===== src/rtl/dac_spi_pkg.sv =====
// Shared types and limits for the DAC SPI scanner (FSM states, parameter ranges).
package dac_spi_pkg;

  typedef enum logic [1:0] {ST_IDLE, ST_LOAD, ST_SHIFT, ST_HOLD} dac_state_e;

  localparam int FRAME_W_MIN = 8;
  localparam int FRAME_W_MAX = 32;
  localparam int DIV_MIN     = 1;
  localparam int DIV_MAX     = 255;
  localparam int N_CH_MIN    = 1;
  localparam int N_CH_MAX    = 8;
  localparam int CS_GAP_MIN  = 1;
  localparam int CS_GAP_MAX  = 15;

  function automatic int ch_width(input int n);
    return (n > 1) ? $clog2(n) : 1;
  endfunction

endpackage


===== src/rtl/dac_spi_shifter.sv =====
// Serial engine for one DAC frame: sclk divider, MSB-first din on sclk rise, cs_n framing
// and a done strobe coincident with cs_n rising.
module dac_spi_shifter #(
  parameter int FRAME_W = 16,
  parameter int DIV     = 2
) (
  input  logic               clk,
  input  logic               rst_n,
  input  logic               start,
  input  logic [FRAME_W-1:0] load_data,
  output logic               cs_n,
  output logic               sclk,
  output logic               din,
  output logic               last,
  output logic               done
);

  // 2*FRAME_W clocked half-periods plus one trailing low half before cs_n rises
  localparam int HALVES = 2*FRAME_W + 1;
  localparam int HW     = $clog2(HALVES + 1);
  localparam int DW     = (DIV > 1) ? $clog2(DIV) : 1;

  logic               active;
  logic [DW-1:0]      div_cnt;
  logic [HW-1:0]      half;
  logic [FRAME_W-1:0] sreg;
  logic               half_end;

  assign half_end = active && (div_cnt == DW'(DIV - 1));
  assign last     = half_end && (half == HW'(HALVES - 1));

  always_ff @(posedge clk or negedge rst_n) begin
    if (!rst_n) begin
      active  <= 1'b0;
      div_cnt <= '0;
      half    <= '0;
      sreg    <= '0;
      cs_n    <= 1'b1;
      sclk    <= 1'b0;
      din     <= 1'b0;
      done    <= 1'b0;
    end else begin
      done <= 1'b0;
      if (start && !active) begin
        active  <= 1'b1;
        div_cnt <= '0;
        half    <= '0;
        cs_n    <= 1'b0;
        sclk    <= 1'b1;
        din     <= load_data[FRAME_W-1];
        sreg    <= {load_data[FRAME_W-2:0], 1'b0};
      end else if (active) begin
        if (!half_end) begin
          div_cnt <= div_cnt + 1'b1;
        end else begin
          div_cnt <= '0;
          half    <= half + 1'b1;
          if (last) begin
            active <= 1'b0;
            cs_n   <= 1'b1;
            sclk   <= 1'b0;
            din    <= 1'b0;
            done   <= 1'b1;
          end else if (half[0]) begin
            // odd -> even half is a rising edge, except into the trailing low half
            if (half != HW'(HALVES - 2)) begin
              sclk <= 1'b1;
              din  <= sreg[FRAME_W-1];
              sreg <= {sreg[FRAME_W-2:0], 1'b0};
            end
          end else begin
            sclk <= 1'b0;
          end
        end
      end
    end
  end

endmodule


===== src/rtl/dac_spi_scan.sv =====
// Multi-channel DAC SPI scanner: shadow registers, pending bits, round-robin arbiter and FSM.
// Build option: DAC_SPI_OVERWRITE_EN makes wr_ready constant 1 and lets new writes replace queued data.
module dac_spi_scan import dac_spi_pkg::*; #(
  parameter  int FRAME_W = 16,
  parameter  int DIV     = 2,
  parameter  int N_CH    = 2,
  parameter  int CS_GAP  = 2,
  localparam int CH_W    = ch_width(N_CH)
) (
  input  logic               clk,
  input  logic               rst_n,
  input  logic               wr_valid,
  output logic               wr_ready,
  input  logic [CH_W-1:0]    wr_ch,
  input  logic [FRAME_W-1:0] wr_data,
  output logic               busy,
  output logic               frame_done,
  output logic [CH_W-1:0]    frame_ch,
  output logic               dac_cs_n,
  output logic               dac_din,
  output logic               dac_sclk
);

  // Between back-to-back frames cs_n stays high CS_GAP*DIV cycles, LOAD being the last of them
  localparam int GAP_CYC  = CS_GAP * DIV;
  localparam int HOLD_CYC = (GAP_CYC > 1) ? GAP_CYC - 1 : 1;
  localparam int HC_W     = $clog2(HOLD_CYC + 1);

  dac_state_e                   state_q, state_d;
  logic [N_CH-1:0][FRAME_W-1:0] shadow_q;
  logic [N_CH-1:0]              pending_q;
  logic [CH_W-1:0]              rr_q, sel, cur_ch_q;
  logic [HC_W-1:0]              hold_q;
  logic                         in_range, wr_fire, load, sh_last;

  assign in_range = (int'(wr_ch) < N_CH);
`ifdef DAC_SPI_OVERWRITE_EN
  assign wr_ready = 1'b1;
`else
  assign wr_ready = in_range ? !pending_q[wr_ch] : 1'b1;
`endif
  assign wr_fire = wr_valid && wr_ready && in_range;
  assign load    = (state_q == ST_LOAD);
  assign busy    = (state_q != ST_IDLE);

  // Scan downwards so the pending channel closest after rr_q wins
  always_comb begin
    logic [CH_W-1:0] idx;
    idx = '0;
    sel = rr_q;
    for (int i = N_CH - 1; i >= 0; i--) begin
      idx = CH_W'((int'(rr_q) + i) % N_CH);
      if (pending_q[idx]) sel = idx;
    end
  end

  always_comb begin
    state_d = state_q;
    case (state_q)
      ST_IDLE:  if (|pending_q) state_d = ST_LOAD;
      ST_LOAD:  state_d = ST_SHIFT;
      ST_SHIFT: if (sh_last) state_d = ST_HOLD;
      ST_HOLD:  if (hold_q == HC_W'(HOLD_CYC - 1)) state_d = (|pending_q) ? ST_LOAD : ST_IDLE;
      default:  state_d = ST_IDLE;
    endcase
  end

  always_ff @(posedge clk or negedge rst_n) begin
    if (!rst_n) begin
      state_q <= ST_IDLE;
      hold_q  <= '0;
    end else begin
      state_q <= state_d;
      hold_q  <= (state_q == ST_HOLD) ? hold_q + 1'b1 : '0;
    end
  end

  // A write landing in the LOAD cycle is applied after the clear, so it wins
  always_ff @(posedge clk or negedge rst_n) begin
    if (!rst_n) begin
      shadow_q  <= '0;
      pending_q <= '0;
      rr_q      <= '0;
      cur_ch_q  <= '0;
      frame_ch  <= '0;
    end else begin
      if (load) begin
        pending_q[sel] <= 1'b0;
        rr_q           <= (int'(sel) == N_CH - 1) ? '0 : sel + 1'b1;
        cur_ch_q       <= sel;
      end
      if (wr_fire) begin
        shadow_q[wr_ch]  <= wr_data;
        pending_q[wr_ch] <= 1'b1;
      end
      if (sh_last) frame_ch <= cur_ch_q;
    end
  end

  dac_spi_shifter #(.FRAME_W(FRAME_W), .DIV(DIV)) u_shifter (
    .clk       (clk),
    .rst_n     (rst_n),
    .start     (load),
    .load_data (shadow_q[sel]),
    .cs_n      (dac_cs_n),
    .sclk      (dac_sclk),
    .din       (dac_din),
    .last      (sh_last),
    .done      (frame_done)
  );

endmodule


===== config.mk =====
export PLATFORM = sky130hd
export DESIGN_NAME = dac_spi_scan
export DESIGN_NICKNAME = d
export VERILOG_FILES = /design/src/rtl/dac_spi_pkg.sv /design/src/rtl/dac_spi_shifter.sv /design/src/rtl/dac_spi_scan.sv
export SDC_FILE = /design/constraint.sdc
export NUM_CORES = 1
export LEC_CHECK = 0
export CAP_MARGIN = 25
export CORE_MARGIN = 2
export CORE_UTILIZATION = 62
export DETAILED_ROUTE_END_ITERATION = 10
export PLACE_DENSITY_LB_ADDON = 0.15
export SYNTH_ARGS = -nofsm -noshare
export SYNTH_HDL_FRONTEND = slang
export SYNTH_SLANG_ARGS = --single-unit

===== constraint.sdc =====
create_clock -name clk -period 4.2 [get_ports clk]
set_input_delay 0.42 -clock clk [delete_from_list [all_inputs] [get_ports clk]]
set_output_delay 0.42 -clock clk [all_outputs]
set_load 0.01 [all_outputs]

==> results.md <==
* CTS tree: yes
* Top Ports at 27
* Layout Cells excl Fill at 388
* Setup crit start kind: flip-flop
* Mapped Area at 3273 sq um
* Area Overhead vs Synth at 16.13%
* Antenna Nets Post-Route at 0
* Number of distinct library cells after synthesis at 46
* Core ar. at 5107 sq um
* Die Ht at 76.66 microns
* Crit path DAT at 2.43 ns
* CTS buffer count at 9
* Skew-Pair Late Insertion Delay at 0.35 ns
* Critical path class: flip-flop to flip-flop
* Fmax at 0.4564 GHz
* Share of cells above drive strength 1 at 0.2201
* Max cap viols at 0
* Synth top area cells: dfrtp_1 (51%), mux2_2 (12%), nor2_1 (7.5%)
* Pwr dens at 487.3 nW/um^2
* Setup TNS at 0 ns
* Mapped Nets at 314
* H-tree depth at 3
* Status: complete, no violations
* Drt total wl at 6034 microns
* CTS sink cnt at 68
* First drt pass iteration count at 4
* Final setup fails at 0
* Hold buffers post-CTS at 0
* RSZ-0062 raised after global routing: false
* Sequential share of the synthesized area at 0.5203
* Final HPWL from detailed placement at 3798 microns
* # DRC at 0
* Synth warnings at 0
* Largest net degree at the start of global routing at 39
* Avg Cell Area, Syn at 11.44 sq um
* Count leader, synth: dfrtp_1
* Gate Count Post-Synth at 286
* Rel. slew slack at 0.3545
* Initial antenna violation count at 0
* Starting density of the core at 0.6409
* Post-synthesis async set-or-reset flop share at 1.000
* Inst Count DP at 372
* Clock skew at 0.006623 ns
* Via-to-Cell Ratio at 5.621
* FF+latch area at 1703 sq um
* Via count at about 2.2k
* Clk root buf: clkbuf_8
* Fin crit period at 2.191 ns
* First-pass GRT wire length at 10230 microns
* Synth top area share at 0.5122
* Leakage power at 1.812 nW
* Register bit total from synthesis at around 70
* Slew Viols, Final at 0
* Min-Delay Path Class: input pin to async pin
* Antenna Cells at 0
* Setup bufs post-CTS at 0
* Number of I/O port buffers at 26
* Top_reg_cell synth: dfrtp_1
* Tcrit/Tclk final at 0.5216
* Post-synth EDFFs at 0
* Crit Path Max Fanout at 21
* Cell taking the most area after synthesis: dfrtp_1
* VDD IR max at 345.6 uV
* CTS resizes at 0
* FILL cells at 365
* Multi-input gate area at between 1000 and 1500 sq um
* Final Hold Viols at 0
* CP endpoint kind: flip-flop
* Grt ovf at 0
* Core Rows at 26
* Drt first-iter violations at 127
* Die ar. at between 5000 and 6000 sq um
* Vias in the first global route at ~2.1k
* Hold WS at 0.1708 ns
* NumNets Final at approximately 340
* Post-synth top cells: dfrtp_1 (67), nor2_1 (65), mux2_2 (34), mux2i_1 (17), nand2_1 (14)
* Clk buf depth at 2
* Clock transition at the registers of the reported paths at about 0.07 ns
* Worst EP required at 4.44 ns
* Die width at 76.66 microns
* Worst slew pin tran at 0.9654 ns
* Drt wl/cell at 15.55 microns
* All-Layer GR Usage at 0.2279
* GP Congestion at 0.8083
## worst max-delay path, cell delays in order, from the launching register on
cell and delay, ns:
dfrtp_1 0.43, inv_1 0.13, ha_1 0.28, and2b_1 0.70, o21ai_4 0.26, a32o_2 0.28
## area by class of cell
class	count	area share
multi-input cells	194	0.3752
well taps	70	0.02304
repair buffers	29	0.07307
inverters	11	0.01152
flip-flops and latches	68	0.4480
clock inverters	7	0.03654
clock buffers	9	0.03259
## cells by family after synthesis
family / Yosys count / share of synthesized area
AO/OA/AOI/OAI: 37 / 0.09901
XOR/XNOR: 2 / 0.005353
adder cells (fa/ha/maj): 9 / 0.03402
buffers and inverters: 24 / 0.04396
flip-flops: 68 / 0.5203
multiplexers: 51 / 0.1690
AND/OR/NAND/NOR: 95 / 0.1284
## path summary, 6_finish.rpt
| path | startpoint | end | slack (ns) | depth (start not counted) |
|---|---|---|---|---|
| min in group clk | hold_q[0] | hold_q[0] | 0.43 | 1 |
| max in group asynchronous | rst_n | u_shifter.cs_n | 3.08 | 2 |
| hold reg to reg | hold_q[0] | hold_q[0] | 0.43 | 1 |
| hold / removal | rst_n | hold_q[0] | 0.17 | 1 |
| setup / recovery | state_q[1] | u_shifter.sreg[12] | 2.01 | 5 |
| setup reg to reg | state_q[1] | u_shifter.sreg[12] | 2.01 | 5 |
## stage by stage
stage / power [mW] / area (sq um) / setup WS, ns / utilization
floorplan: 1.073 / 3273 / 2.603 / -
global placement: 1.135 / 3538 / 1.909 / 0.6928
detailed placement: 1.156 / 3538 / 1.862 / 0.6928
CTS: 1.859 / 3801 / 1.993 / 0.7442
global route: 1.930 / 3801 / 1.851 / 0.7442
finish: 1.852 / 3801 / 2.009 / 0.7442
## state kept, by name, indices dropped and copies added, names as in the netlist, 2 cells and up
signal and flops:
hold_q 2, pending_q 2, shadow_q 32, state_q 2
u_shifter.half 6, u_shifter.sreg 15
## placed cells by master (no fill, tap or decap), drive strengths merged, types with 2 or more instances in the layout
master         netlist  final
bufinv               0      4
nand2               15     15
inv                 11     11
mux2                34     34
clkinv               0      3
nor2b                3      3
nand3                2      2
nor2                65     65
dfrtp               67     67
buf                 12      4
clkdlybuf4s50        0     25
a21oi                2      2
clkbuf               1      9
a22o                 2      2
mux2i               17     17
a32o                14     14
o31ai                2      2
ha                   8      8
nor3                 3      3
o21ai                8      8
## power by group
part | switching, mW | total [mW] | internal (mW)
Sequential | 0.0851 | 0.894 | 0.809
Combinational | 0.0922 | 0.250 | 0.157
Clock | 0.256 | 0.709 | 0.453
## layer usage
layer / up-vias / GRT usage / share of wire
met5: - / 0 / 0
met1: 1083 / 0.2975 / 0.46
li1: 1042 / - / -
met4: 0 / 0.08727 / 0.022
met3: 14 / 0.07176 / 0.031
met2: 42 / 0.3579 / 0.49
Note: power is estimated with default switching activity, not from simulation.
==> variant, RTL diff (same settings) <==
Reset style: synchronous (`rst_n`), changed in 3 clocked blocks.
--- a/src/rtl/dac_spi_shifter.sv
+++ b/src/rtl/dac_spi_shifter.sv
@@ -30,5 +30,5 @@
   assign last     = half_end && (half == HW'(HALVES - 1));
 
-  always_ff @(posedge clk or negedge rst_n) begin
+  always_ff @(posedge clk) begin
     if (!rst_n) begin
       active  <= 1'b0;
--- a/src/rtl/dac_spi_scan.sv
+++ b/src/rtl/dac_spi_scan.sv
@@ -66,5 +66,5 @@
   end
 
-  always_ff @(posedge clk or negedge rst_n) begin
+  always_ff @(posedge clk) begin
     if (!rst_n) begin
       state_q <= ST_IDLE;
@@ -77,5 +77,5 @@
 
   // A write landing in the LOAD cycle is applied after the clear, so it wins
-  always_ff @(posedge clk or negedge rst_n) begin
+  always_ff @(posedge clk) begin
     if (!rst_n) begin
       shadow_q  <= '0;
Function: differs if rst_n is asserted again (counterexample within 4 cycles, from zero or initial values and one cycle with rst_n low); with rst_n held inactive, the same outputs for 10 cycles.
==> variant against the original RTL <==
- final area shrank 8.1%
- sequential cell count is the same
- critical endpoint is now wr_ready
- fmax grew 3.6%
- worst setup slack gained 77 ps
- area after synthesis shrank 5.5%
- first-iteration DRC count grew 20%
- routed wire length grew 0.28%
Power is not compared: it rests on default switching activity, and its combinational part moved more than twofold at a synthesized area within 25%.
==> variant: results (changes against the original RTL) <==
Top post-synthesis cells by area -> dfxtp_1 44%, nand2_1 9.3%, a21boi_0 7.8% (was dfrtp_1 51%, mux2_2 12%, nor2_1 7.5%)
All-Layer GR Usage -> 23.9% (was 22.8%)
Largest net degree at the start of global routing -> 48 (was 39)
First DRT Iteration DRCs -> 152 (was 127)
Critical Path Source Type -> input port (was flip-flop)
Tcrit/Tclk final -> 50.3% (was 52.2%)
Clk_lat worst skew -> 330 ps (was 350 ps)
Rel. slew slack -> 50.4% (was 35.4%)
Area Overhead vs Synth -> 13.0% (was 16.1%)
Place WS -> 1990 ps (was 1860 ps)
DR vias/cell -> 5.42 (was 5.62)
Synthesized area per cell -> 8.61 sq um (was 11.4 sq um)
Register area share after synthesis -> 44.0% (was 52.0%)
Top Registers -> shadow_q x32, u_shifter.sreg x15, u_shifter.half x6 (unchanged)
CP Max Fanout -> 4 (was 21)
Share of cells above drive strength 1 -> 7.39% (was 22.0%)
Global-route wire length before repair -> 9940 um (was 10200 um)
Syn_nets -> 386 (was 314)
Max incr delay on CP -> 550 ps (was 700 ps)
Top post-synthesis cells by count -> 77 x nand2_1, 68 x dfxtp_1, 40 x nor2_1 (was 67 x dfrtp_1, 65 x nor2_1, 34 x mux2_2)
Vias -> 2417 (was 2181)
Gpl congestion -> 0.843 (was 0.808)
Main synth FF type -> dfxtp_1 (was dfrtp_1)
DP HPWL -> 3910 um (was 3800 um)
Placed Cells incl. Taps -> 430 (was 372)
WL final -> 6050 um (was 6030 um)
Hold crit path type -> flip-flop to flip-flop (was input port to async pin)
Arr. time, crit path -> 1690 ps (was 2430 ps)
Reg2Reg Depth -> 6 (was 5)
Critical R2R Capture -> u_shifter.sreg[12] (unchanged)
Clk Tree Root Cell -> clkbuf_8 (unchanged)
Synth cell types -> 38 (was 46)
Slowest CP cell -> clkdlybuf4s50_1 (was and2b_1)
Async set-reset flop share out of synthesis -> 0% (was 100%)
Setup slack, reg-to-reg -> 2150 ps (was 2010 ps)
Critical Path Start -> wr_ch (was state_q[1])
Number of global-route vias before repair -> 2153 (was 2143)
Final Hold Slack -> 411 ps (was 171 ps)
Fill count -> 380 (was 365)
Clk_skew -> 8.44 ps (was 6.62 ps)
Status -> finished, final reports clean (unchanged)
# nets final -> 401 (was 341)
R2R Path Start -> state_q[1] (unchanged)
CP Capture Point -> wr_ready (was u_shifter.sreg[12])
variant: cell count changes after synthesis, sizes merged, moves of 16 or more:
cell and change:
dfrtp -67, clkbuf +16, mux2 -33, dfxtp +68, nor2 -25, nand2 +62
a21boi +33
variant: cell type report:
type | count | area share, %
clock buffer | 14 | 4.37
multi-input combinational | 255 | 44.8
clock inverter | 2 | 0.286
inverter | 12 | 1.29
timing repair buffer | 28 | 7.88
sequential | 68 | 39.0
tap | 67 | 2.40
variant: critical path: cells and delay by family:
family | cells | cell delay [ps]
muxes | 1 | 200
buffers and inverters | 2 | 1080
variant: routing by layer:
layer,GRT usage [%],wire (um)
met5,0,0
met4,9.92,93
met3,5.22,204
met2,37.3,2790
met1,32.5,2970
variant: power groups by stage:
stage	Combinational (mW)	Clock (mW)	Sequential [mW]
6_report	0.570	0.453	0.766
2_1_floorplan	0.443	0	0.768
3_3_place_gp	0.552	0	0.777
4_1_cts	0.574	0.460	0.765
5_1_grt	0.638	0.488	0.776
3_5_place_dp	0.569	0	0.779
variant: cell families (layout without fill, tap and decap cells):
| group | after synthesis | in the layout | share of synthesized area (%) |
|---|---|---|---|
| simple gates | 152 | 152 | 21.2 |
| mux | 20 | 20 | 6.52 |
| fa+ha+maj | 8 | 8 | 3.20 |
| xor+xnor | 4 | 4 | 1.13 |
| buf+inv | 36 | 56 | 5.30 |
| compound gates | 71 | 71 | 18.6 |
| flops | 68 | 68 | 44.0 |
